==> src/rtl/dump_seq.sv <==
// Sample-buffer dump sequencer: reads 512 bytes from the sample RAM, oldest first, and
// hands each to a UART. Define DUMP_CHKSUM_EN to append a modulo-256 checksum byte.
module dump_seq (
  input  logic       clk,
  input  logic       rst,
  input  logic       start_dump,
  input  logic       capture_done,
  input  logic [8:0] start_addr,
  output logic [8:0] addr,
  output logic       en,
  input  logic [7:0] rdata,
  output logic [7:0] tx_data,
  output logic       send,
  input  logic       tx_done,
  output logic       busy,
  output logic       dump_finished,
  output logic       clr_capture_done
);

  typedef enum logic [3:0] {
    StIdle,
    StRead,
    StLatch,
    StSend,
    StWaitTx,
`ifdef DUMP_CHKSUM_EN
    StCkLoad,
    StCkSend,
    StCkWait,
`endif
    StDone
  } state_e;

  state_e     state_q, state_d;
  logic [8:0] ptr_q, ptr_d;
  logic [9:0] count_q, count_d;
  logic [7:0] tx_data_q, tx_data_d;
`ifdef DUMP_CHKSUM_EN
  logic [7:0] sum_q, sum_d;
`endif

  always_ff @(posedge clk or posedge rst) begin
    if (rst) begin
      state_q   <= StIdle;
      ptr_q     <= '0;
      count_q   <= '0;
      tx_data_q <= '0;
`ifdef DUMP_CHKSUM_EN
      sum_q     <= '0;
`endif
    end else begin
      state_q   <= state_d;
      ptr_q     <= ptr_d;
      count_q   <= count_d;
      tx_data_q <= tx_data_d;
`ifdef DUMP_CHKSUM_EN
      sum_q     <= sum_d;
`endif
    end
  end

  always_comb begin
    state_d          = state_q;
    ptr_d            = ptr_q;
    count_d          = count_q;
    tx_data_d        = tx_data_q;
`ifdef DUMP_CHKSUM_EN
    sum_d            = sum_q;
`endif
    en               = 1'b0;
    send             = 1'b0;
    dump_finished    = 1'b0;
    clr_capture_done = 1'b0;

    unique case (state_q)
      StIdle: begin
        // A request without a complete capture is dropped, not queued.
        if (start_dump && capture_done) begin
          state_d = StRead;
          ptr_d   = start_addr;
          count_d = '0;
`ifdef DUMP_CHKSUM_EN
          sum_d   = '0;
`endif
        end
      end
      StRead: begin
        en      = 1'b1;
        state_d = StLatch;
      end
      StLatch: begin
        tx_data_d = rdata;
`ifdef DUMP_CHKSUM_EN
        sum_d     = sum_q + rdata;
`endif
        state_d   = StSend;
      end
      StSend: begin
        send    = 1'b1;
        state_d = StWaitTx;
      end
      StWaitTx: begin
        if (tx_done) begin
          if (count_q == 10'd511) begin
`ifdef DUMP_CHKSUM_EN
            state_d = StCkLoad;
`else
            state_d = StDone;
`endif
          end else begin
            ptr_d   = ptr_q + 9'd1;
            count_d = count_q + 10'd1;
            state_d = StRead;
          end
        end
      end
`ifdef DUMP_CHKSUM_EN
      StCkLoad: begin
        tx_data_d = sum_q;
        state_d   = StCkSend;
      end
      StCkSend: begin
        send    = 1'b1;
        state_d = StCkWait;
      end
      StCkWait: begin
        if (tx_done) state_d = StDone;
      end
`endif
      StDone: begin
        dump_finished    = 1'b1;
        clr_capture_done = 1'b1;
        state_d          = StIdle;
      end
      default: state_d = StIdle;
    endcase
  end

  assign addr    = ptr_q;
  assign tx_data = tx_data_q;
  assign busy    = (state_q != StIdle);

endmodule

==> config.mk <==
export PLATFORM = sky130hd
export DESIGN_NAME = dump_seq
export DESIGN_NICKNAME = d
export VERILOG_FILES = /design/src/rtl/dump_seq.sv
export SDC_FILE = /design/constraint.sdc
export NUM_CORES = 1
export LEC_CHECK = 0
export CAP_MARGIN = 10
export CORE_MARGIN = 2
export CORE_UTILIZATION = 54
export CTS_BUF_LIST = sky130_fd_sc_hd__clkbuf_4
export CTS_CLUSTER_DIAMETER = 80
export CTS_CLUSTER_SIZE = 14
export DETAILED_ROUTE_END_ITERATION = 6
export GPL_ROUTABILITY_DRIVEN = 0
export PLACE_DENSITY = 0.88
export SYNTH_ARGS = -nofsm -noshare
export SYNTH_HDL_FRONTEND = slang
export SYNTH_SLANG_ARGS = --single-unit
==> constraint.sdc <==
create_clock -name clk -period 4.3 [get_ports clk]
set_clock_uncertainty 0.1 [all_clocks]
set_input_delay 0.43 -clock clk [delete_from_list [all_inputs] [get_ports clk]]
set_output_delay 0.43 -clock clk [all_outputs]
set_load 0.01 [all_outputs]
==> impl_metrics.py, run 1 <==
metrics = {
    "place": {
        "place.port_buffers": 43,
        "dp_hpwl_um": 2840,
    },
    "drt": {
        "wire_per_inst_um": 17.0,
        "wirelength_um": 4020,
        "ant_nets": 0,
        "vias": 1524,
        "drc": 0,
        "dr.pass1.iters": 4,
        "drt-initial-drc-count": 89,
        "via_per_inst": 6.46,
    },
    "synth": {
        "syn_area_per_cell_um2": 10.2,
        "synth_top_area_share_pct": 45.4,
        "synthesis.nets": 187,
        "synth.most_common_cell": "dfrtp_1",
        "netlist_area_um2": 1660,
        "yosysTopAreaCell": "dfrtp_1",
        "ys_types": 44,
        "synth-edff-count": 0,
        "synth_warnings": 0,
        "postSynthCellCount": 163,
        "yosysSeqAreaShare_pct": 45.4,
        "ys_seq_elements": 30,
        "synthArstFlopShare_pct": 100,
        "synthTopCellsByArea": "dfrtp_1 (45%), mux2_2 (5.4%), o21ai_0 (4.8%)",
        "ys.flop_type": "dfrtp_1",
        "synthTopCellsByCount": "dfrtp_1 (30), o21ai_0 (16), nand3_1 (10)",
    },
    "final_layout": {
        "drive_above_1_share_pct": 10.8,
        "area_growth_pct": 28.9,
        "layout.nets": 226,
        "insertedDiodeCount": 0,
    },
    "sta": {
        "fmax_mhz": 435,
        "rsz0062_at_grt": "no",
        "slew-limit-headroom_pct": 54.4,
        "hold_viol_final": 0,
        "fin_crit_sh_pct": 53.4,
        "slew_violations": 0,
        "final-setup-viol-count": 0,
        "tns_ns": 0,
        "worst_pin_slew_ns": 0.681,
        "fin_crit_ns": 2.30,
    },
    "critical_path": {
        "path_cells": "nor3b_2 -> buf_4 -> and4_1 -> nor2_1 -> a2bb2oi_1",
        "cp_slowest_cell": "and4_1",
        "worstPathMaxFanout": 20,
        "slowest_delay_ns": 0.65,
        "critical_path_arrival_ns": 2.44,
        "critPathTopFamily": "simple AND/OR/NAND/NOR gates",
        "critPathBufInv": 1,
        "r2r_slack_ns": 2.00,
        "criticalPathCategory": "reg -> reg",
        "startpoint_type": "flip-flop",
        "end_kind": "flip-flop",
        "crit_required_ns": 4.45,
    },
    "floorplan": {
        "die_w_um": 59.4,
        "ios": 44,
        "coreArea_um2": 2980,
        "die_h_um": 59.4,
        "placement_rows": 20,
        "start_util_pct": 55.6,
        "dieArea_um2": 3520,
    },
    "global_route": {
        "groute.usage.overall_pct": 24.9,
        "grt_start_max_net_pins": 31,
        "grt_pass1_wl_um": 6640,
        "grt_pass1_vias": 1477,
        "overflow": 0,
        "antenna_found_initial": 0,
    },
    "clock_network": {
        "clk_pin_slew_ns": 0.09,
        "ctsHoldBuffers": 0,
        "worstSkewPairLatency_ns": 0.32,
        "cts_setup_buffers": 0,
        "numCtsBuffers": 5,
        "cts-resized-gates": 0,
        "cts_sinks": 30,
        "cts_tree": "built",
        "htree_levels": 2,
        "clock_path_buffers": 2,
        "cts-root-buf": "clkbuf_4",
    },
    "power": {
        "power.leakage_uw": 0.000866,
        "peakVddDrop_mv": 0.364,
        "power_density_nw_per_um2": 589,
        "total_power_uw": 1260,
    },
    "worst_hold_path": {
        "worstHoldPathType": "in -> async",
    },
    "flow_run": {
        "maxCapViolCount": 0,
    },
    "outcome": {
        "status": "finished, final reports clean",
    },
}
==> registers in the layout, summed over array words and instances, names as in the netlist <==
register  flops
count_q      10
addr          9
tx_data       8
state_q       3
==> path summary, 6_finish.rpt <==
| check | startpoint | depth (start not counted) | end |
|---|---|---|---|
| setup reg to reg | state_q[2]$_DFFE_PP0P_ | 5 | addr[7]$_DFFE_PP0P_ |
| min in group clk | tx_data[0]$_DFFE_PP0P_ | 1 | tx_data[0]$_DFFE_PP0P_ |
| hold reg to reg | tx_data[0]$_DFFE_PP0P_ | 1 | tx_data[0]$_DFFE_PP0P_ |
| hold / removal | rst | 2 | count_q[4]$_DFFE_PP0P_ |
| setup / recovery | state_q[2]$_DFFE_PP0P_ | 5 | addr[7]$_DFFE_PP0P_ |
| max in group asynchronous | rst | 3 | tx_data[2]$_DFFE_PP0P_ |
==> cell families after synthesis <==
| group | Yosys count | share of synthesized area, % |
|---|---|---|
| adder cells (fa/ha/maj) | 2 | 1.51 |
| AND/OR/NAND/NOR | 55 | 20.1 |
| flip-flops | 30 | 45.4 |
| multiplexers | 9 | 6.05 |
| AO/OA/AOI/OAI | 52 | 21.2 |
| buffers and inverters | 15 | 5.74 |
==> cell type report <==
class                      count  area, µm²
inverter                       2       7.51
clock buffer                   6       45.0
tap                           33       41.3
timing repair buffer          45        465
fill                         212        845
multi-input combinational    118        815
sequential                    30        751
clock inverter                 2       8.76
==> through the flow <==
stage / setup WS [ns] / area, µm² / hold slack [ns] / util, % / std cells
after global routing: 1.78 / 2130 / 0.433 / 71.6 / 236
after floorplan: 2.33 / 1660 / 0.387 / - / 163
after detailed placement: 1.79 / 2050 / 0.399 / 68.9 / 227
after global placement: 1.85 / 2050 / 0.388 / 68.9 / 227
final: 2.00 / 2130 / 0.387 / 71.6 / 236
after CTS: 2.00 / 2110 / 0.416 / 70.7 / 235
==> where the power goes <==
group | total [µW] | internal (µW) | leakage, µW | switching [µW]
Sequential | 507 | 383 | 0.000376 | 123
Combinational | 591 | 345 | 0.000457 | 246
Clock | 159 | 67.6 | 0.0000331 | 91.9
==> routing by layer <==
metal,wire (µm),up-vias,share of wire (%),global-route usage [%]
li1,-,705,-,-
met1,1700,742,42,31.7
met2,2060,67,51,40.8
met3,207,10,5.2,6.11
met4,47,0,1.2,9.42
met5,0,-,0,0
==> cells in the final DEF (no fill, tap or decap), types with 2 or more instances in the layout <==
cell / netlist / final
a211o_1: 2 / 2
a211oi_1: 4 / 4
a21oi_1: 3 / 3
a2bb2oi_1: 6 / 6
a31oi_1: 4 / 4
a41oi_1: 2 / 2
and4_1: 5 / 5
clkbuf_4: 0 / 6
clkdlybuf4s50_1: 0 / 43
dfrtp_1: 30 / 30
ha_1: 2 / 2
inv_1: 2 / 2
mux2_2: 8 / 8
nand2_1: 8 / 8
nand2b_1: 2 / 2
nand3_1: 10 / 10
nand4_1: 2 / 2
nor2_1: 6 / 6
nor3_1: 5 / 5
nor3b_1: 3 / 2
nor3b_2: 1 / 2
o21ai_0: 16 / 16
o22ai_1: 2 / 2
o31ai_1: 9 / 9
or3_1: 2 / 2
Note: power is estimated with default switching activity, not from simulation.
==> inputs of run 2 (changes only) <==
CORE_UTILIZATION = 45   (was 54)
PLACE_DENSITY = 0.78   (was 0.88)
clock period = 2 ns   (was 4.3 ns; I/O delays follow)
==> impl_metrics.py, run 2 (same netlist as run 1, synthesis figures left out) <==
metrics = {
    "outcome": {
        "status": "finished, final reports clean",
    },
    "final_layout": {
        "multi_input_comb_area_um2": 830,
        "drive_above_1_share_pct": 16.7,
        "fin_area_um2": 2210,
        "layout_commonest_cell": "clkdlybuf4s50_1",
        "area_growth_pct": 33.6,
        "insertedDiodeCount": 0,
        "mostFrequentLayoutCells": "clkdlybuf4s50_1 (40), dfrtp_1 (28), o21ai_0 (16), nand3_1 (10)",
        "fin_cells": 258,
        "largest_register_ffs": 10,
        "postLayoutCoreUtil_pct": 61.3,
        "layout.nets": 233,
        "regMostFlops": "count_q",
        "n_fill_cell": 330,
        "regArea_um2": 753,
    },
    "power": {
        "power_density_nw_per_um2": 1260,
        "peakVddDrop_mv": 0.899,
        "power.leakage_uw": 0.000902,
    },
    "critical_path": {
        "crit_required_ns": 2.13,
        "startpoint_type": "flip-flop",
        "crit_cells": 6,
        "crit_start": "count_q[0]$_DFFE_PP0P_",
        "endpoint": "addr[0]$_DFFE_PP0P_",
        "critPathTopFamily": "simple AND/OR/NAND/NOR gates",
        "worstPathMaxFanout": 14,
        "slowest_delay_ns": 0.40,
        "worstReg2RegEnd": "addr[0]$_DFFE_PP0P_",
        "path_cells": "ha_2 -> and3_4 -> and4_1 -> buf_4 -> nor4_1 -> a211o_1",
        "critPathBufInv": 1,
        "cp_slowest_cell": "dfrtp_1",
        "criticalPathCategory": "reg -> reg",
        "rr_startpoint": "count_q[0]$_DFFE_PP0P_",
        "r2r_slack_ns": 0.09,
        "r2r_cells": 6,
        "critical_path_arrival_ns": 2.04,
        "end_kind": "flip-flop",
    },
    "drt": {
        "via_per_inst": 5.86,
        "ant_nets": 0,
        "wire_per_inst_um": 16.0,
        "drc": 0,
        "drt-initial-drc-count": 131,
        "vias": 1513,
        "wirelength_um": 4120,
        "dr.pass1.iters": 4,
    },
    "sta": {
        "slew-limit-headroom_pct": 65.5,
        "slew_violations": 0,
        "tns_ns": 0,
        "fmax_mhz": 524,
        "fin_crit_sh_pct": 95.5,
        "final-setup-viol-count": 0,
        "hold_viol_final": 0,
        "rsz0062_at_grt": "no",
        "fin_crit_ns": 1.91,
        "worst_pin_slew_ns": 0.518,
        "hold_slack_ns": 0.125,
    },
    "floorplan": {
        "ios": 44,
        "die_h_um": 64.7,
        "placement_rows": 22,
        "coreArea_um2": 3610,
        "die_w_um": 64.7,
        "start_util_pct": 45.9,
        "dieArea_um2": 4180,
    },
    "worst_hold_path": {
        "worstHoldPathType": "in -> async",
    },
    "global_route": {
        "groute.usage.overall_pct": 21.8,
        "antenna_found_initial": 0,
        "grt_pass1_wl_um": 7120,
        "overflow": 0,
        "grt_start_max_net_pins": 31,
        "grt_pass1_vias": 1606,
    },
    "clock_network": {
        "clock_path_buffers": 2,
        "numCtsBuffers": 5,
        "worstSkewPairLatency_ns": 0.35,
        "cts_sinks": 30,
        "cts-root-buf": "clkbuf_4",
        "clk_pin_slew_ns": 0.10,
        "htree_levels": 2,
        "cts_tree": "built",
    },
    "place": {
        "placed_cells": 249,
        "place.port_buffers": 43,
        "dpl_cell_area_um2": 2140,
        "dp_hpwl_um": 2930,
    },
    "flow_run": {
        "maxCapViolCount": 0,
    },
}
[run 2: worst min-delay path by stage]
| stage | to | depth (start not counted) | slack, ns |
|---|---|---|---|
| finish | addr[4]$_DFFE_PP0P_ | 3 | 0.13 |
| global route | addr[4]$_DFFE_PP0P_ | 3 | 0.16 |
| CTS | addr[4]$_DFFE_PP0P_ | 3 | 0.14 |
| detailed placement | tx_data[1]$_DFFE_PP0P_ | 1 | 0.40 |
| global placement | tx_data[5]$_DFFE_PP0P_ | 1 | 0.39 |
| floorplan | addr[0]$_DFFE_PP0P_ | 1 | 0.19 |
[run 2: report_power, final]
| part | total, µW | switching (µW) | internal [µW] |
|---|---|---|---|
| clock network | 366 | 221 | 145 |
| registers | 1070 | 242 | 828 |
| logic | 1340 | 564 | 780 |
[run 2: metal layers]
| layer | up-vias | routed length, µm | track usage (%) |
|---|---|---|---|
| met5 | - | 0 | 0 |
| met4 | 0 | 54 | 9.57 |
| met3 | 6 | 244 | 7.12 |
| met2 | 44 | 2150 | 38.3 |
| met1 | 744 | 1670 | 24.1 |
| li1 | 719 | - | - |
[run 2: timing repair]
action                     4_1_cts  5_1_grt
pin swaps                        0        0
setup buffers                    1        0
resized for setup                4        5
setup endpoints to repair        5        9
hold buffers                     0        0
hold endpoints to repair         0        0
cloned                           0        0
[run 2: tightest hold or removal path: cells and delay by family]
family / cells / cell delay, ns
buf+inv: 3 / 0.80
[run 2: through the flow]
stage / worst slack, ns / total power [µW]
2_1_floorplan: 0.0311 / 1780
3_3_place_gp: 0.103 / 2360
3_5_place_dp: 0.0344 / 2430
4_1_cts: 0.0118 / 2790
5_1_grt: 0.0150 / 2970
6_report: 0.0902 / 2780
[run 2: final cells by class]
cell class / instances / share of cell area (%)
multi-input combinational: 118 / 37.5
sequential: 30 / 34.1
timing repair buffer: 52 / 22.9
tap: 48 / 2.72
clock buffer: 6 / 2.04
clock inverter: 2 / 0.396
inverter: 2 / 0.340
==> inputs of run 3 (changes only) <==
CORE_MARGIN = default   (was 2)
==> impl_metrics.py, run 3 (same netlist as run 1, synthesis figures left out) <==
metrics = {
    "worst_hold_path": {
        "worstHoldPathType": "in -> async",
    },
    "critical_path": {
        "critPathTopFamily": "buffers and inverters",
        "crit_required_ns": 1.70,
        "critPathBufInv": 2,
        "worstPathMaxFanout": 7,
        "end_kind": "output pin",
        "startpoint_type": "flip-flop",
        "path_cells": "buf_4 -> or3_1 -> dlygate4sd2_1",
        "r2r_cells": 6,
        "slowest_delay_ns": 0.45,
        "crit_cells": 3,
        "cp_slowest_cell": "dfrtp_2",
        "critical_path_arrival_ns": 1.61,
        "criticalPathCategory": "reg -> out",
    },
    "final_layout": {
        "largest_register_ffs": 10,
        "layout.nets": 234,
        "regMostFlops": "count_q",
        "area_growth_pct": 35.1,
        "fin_cells": 257,
        "insertedDiodeCount": 0,
        "layout_commonest_cell": "clkdlybuf4s50_1",
        "postLayoutCoreUtil_pct": 65.0,
        "drive_above_1_share_pct": 17.5,
        "mostFrequentLayoutCells": "clkdlybuf4s50_1 (38), dfrtp_1 (28), o21ai_0 (16), nand3_1 (10), o31ai_1 (9)",
    },
    "sta": {
        "finalWorstSetupSlack_ns": 0.0905,
        "fin_crit_ns": 1.91,
        "slew_violations": 0,
        "fmax_mhz": 524,
        "final-setup-viol-count": 0,
        "hold_viol_final": 0,
        "rsz0062_at_grt": "no",
        "slew-limit-headroom_pct": 63.9,
        "worst_pin_slew_ns": 0.541,
        "tns_ns": 0,
        "fin_crit_sh_pct": 95.5,
        "hold_slack_ns": 0.134,
    },
    "drt": {
        "drc": 0,
        "ant_nets": 0,
        "wirelength_um": 4130,
        "dr.pass1.iters": 4,
        "vias": 1525,
        "via_per_inst": 5.93,
        "wire_per_inst_um": 16.1,
        "drt-initial-drc-count": 185,
    },
    "global_route": {
        "grt_pass1_wl_um": 6800,
        "grt_pass1_vias": 1410,
        "groute.usage.overall_pct": 22.1,
        "grt_start_max_net_pins": 31,
        "antenna_found_initial": 0,
        "overflow": 0,
    },
    "floorplan": {
        "start_util_pct": 48.1,
        "coreArea_um2": 3440,
        "ios": 44,
        "die_w_um": 62.7,
        "placement_rows": 21,
        "die_h_um": 62.7,
        "dieArea_um2": 3930,
    },
    "place": {
        "dp_hpwl_um": 2910,
        "place.port_buffers": 43,
        "placed_cells": 247,
        "detailedPlace.worstSlack_ns": 0.0398,
    },
    "power": {
        "peakVddDrop_mv": 0.812,
        "power_density_nw_per_um2": 1260,
        "power.leakage_uw": 0.000948,
    },
    "clock_network": {
        "cts_sinks": 30,
        "numCtsBuffers": 5,
        "cts-root-buf": "clkbuf_4",
        "clk_pin_slew_ns": 0.09,
        "clock_path_buffers": 2,
        "cts_tree": "built",
        "worstSkewPairLatency_ns": 0.33,
        "htree_levels": 2,
    },
    "flow_run": {
        "maxCapViolCount": 0,
    },
    "outcome": {
        "status": "finished, final reports clean",
    },
}
[run 3: cell count changes in the layout (fill, tap and decap cells not counted), moves of 2 or more]
cell	before	now
clkdlybuf4s50_1	40	38
o31ai_1	7	9
dlymetal6s2s_1	0	2
o31ai_2	2	0
[run 3: power breakdown]
| part | switching (µW) | internal, µW | total [µW] |
|---|---|---|---|
| clock | 211 | 145 | 356 |
| sequential | 249 | 828 | 1080 |
| combinational | 574 | 800 | 1370 |
[run 3: what timing repair did]
| action | 4_1_cts | 5_1_grt |
|---|---|---|
| setup buffers | 0 | 2 |
| hold buffers | 0 | 0 |
| resized for setup | 4 | 10 |
| endpoints found under the setup margin | 5 | 9 |
[run 3: worst reg2reg max path, cell delays in order (launching register included)]
cell and delay (ns):
dfrtp_1 0.40, ha_2 0.23, and3_4 0.23, and4_1 0.29, buf_6 0.19, nor4_1 0.06, a211o_1 0.28
[run 3: cell type report]
class / count / area, µm²
Tap cell: 46 / 57.6
Clock inverter: 2 / 8.76
Timing Repair Buffer: 53 / 523
Sequential cell: 30 / 753
Clock buffer: 6 / 45.0
Multi-Input combinational cell: 118 / 841
Fill cell: 271 / 1210
Inverter: 2 / 7.51
[run 3: stage by stage]
stage          instance area, µm²  total power (µW)
2_1_floorplan                1660              1780
3_3_place_gp                 2130              2370
3_5_place_dp                 2130              2420
4_1_cts                      2180              2750
5_1_grt                      2240              2990
6_report                     2240              2810
[run 3: worst paths after layout]
path	startpoint	to	slack (ns)
min in group clk	rdata[7]	tx_data[7]$_DFFE_PP0P_	0.39
max	state_q[2]$_DFFE_PP0P_	busy	0.09
max reg2reg	count_q[0]$_DFFE_PP0P_	addr[0]$_DFFE_PP0P_	0.12
min reg2reg	tx_data[1]$_DFFE_PP0P_	tx_data[1]$_DFFE_PP0P_	0.41
max in group asynchronous	rst	state_q[0]$_DFFE_PP0P_	1.37
min	rst	addr[1]$_DFFE_PP0P_	0.13
[run 3: routing by layer]
metal	global-route usage [%]	routed length, µm	vias up
met5	0	0	-
li1	-	-	721
met3	5.11	215	8
met4	10.8	82	0
met1	27.6	1700	743
met2	35.9	2140	53
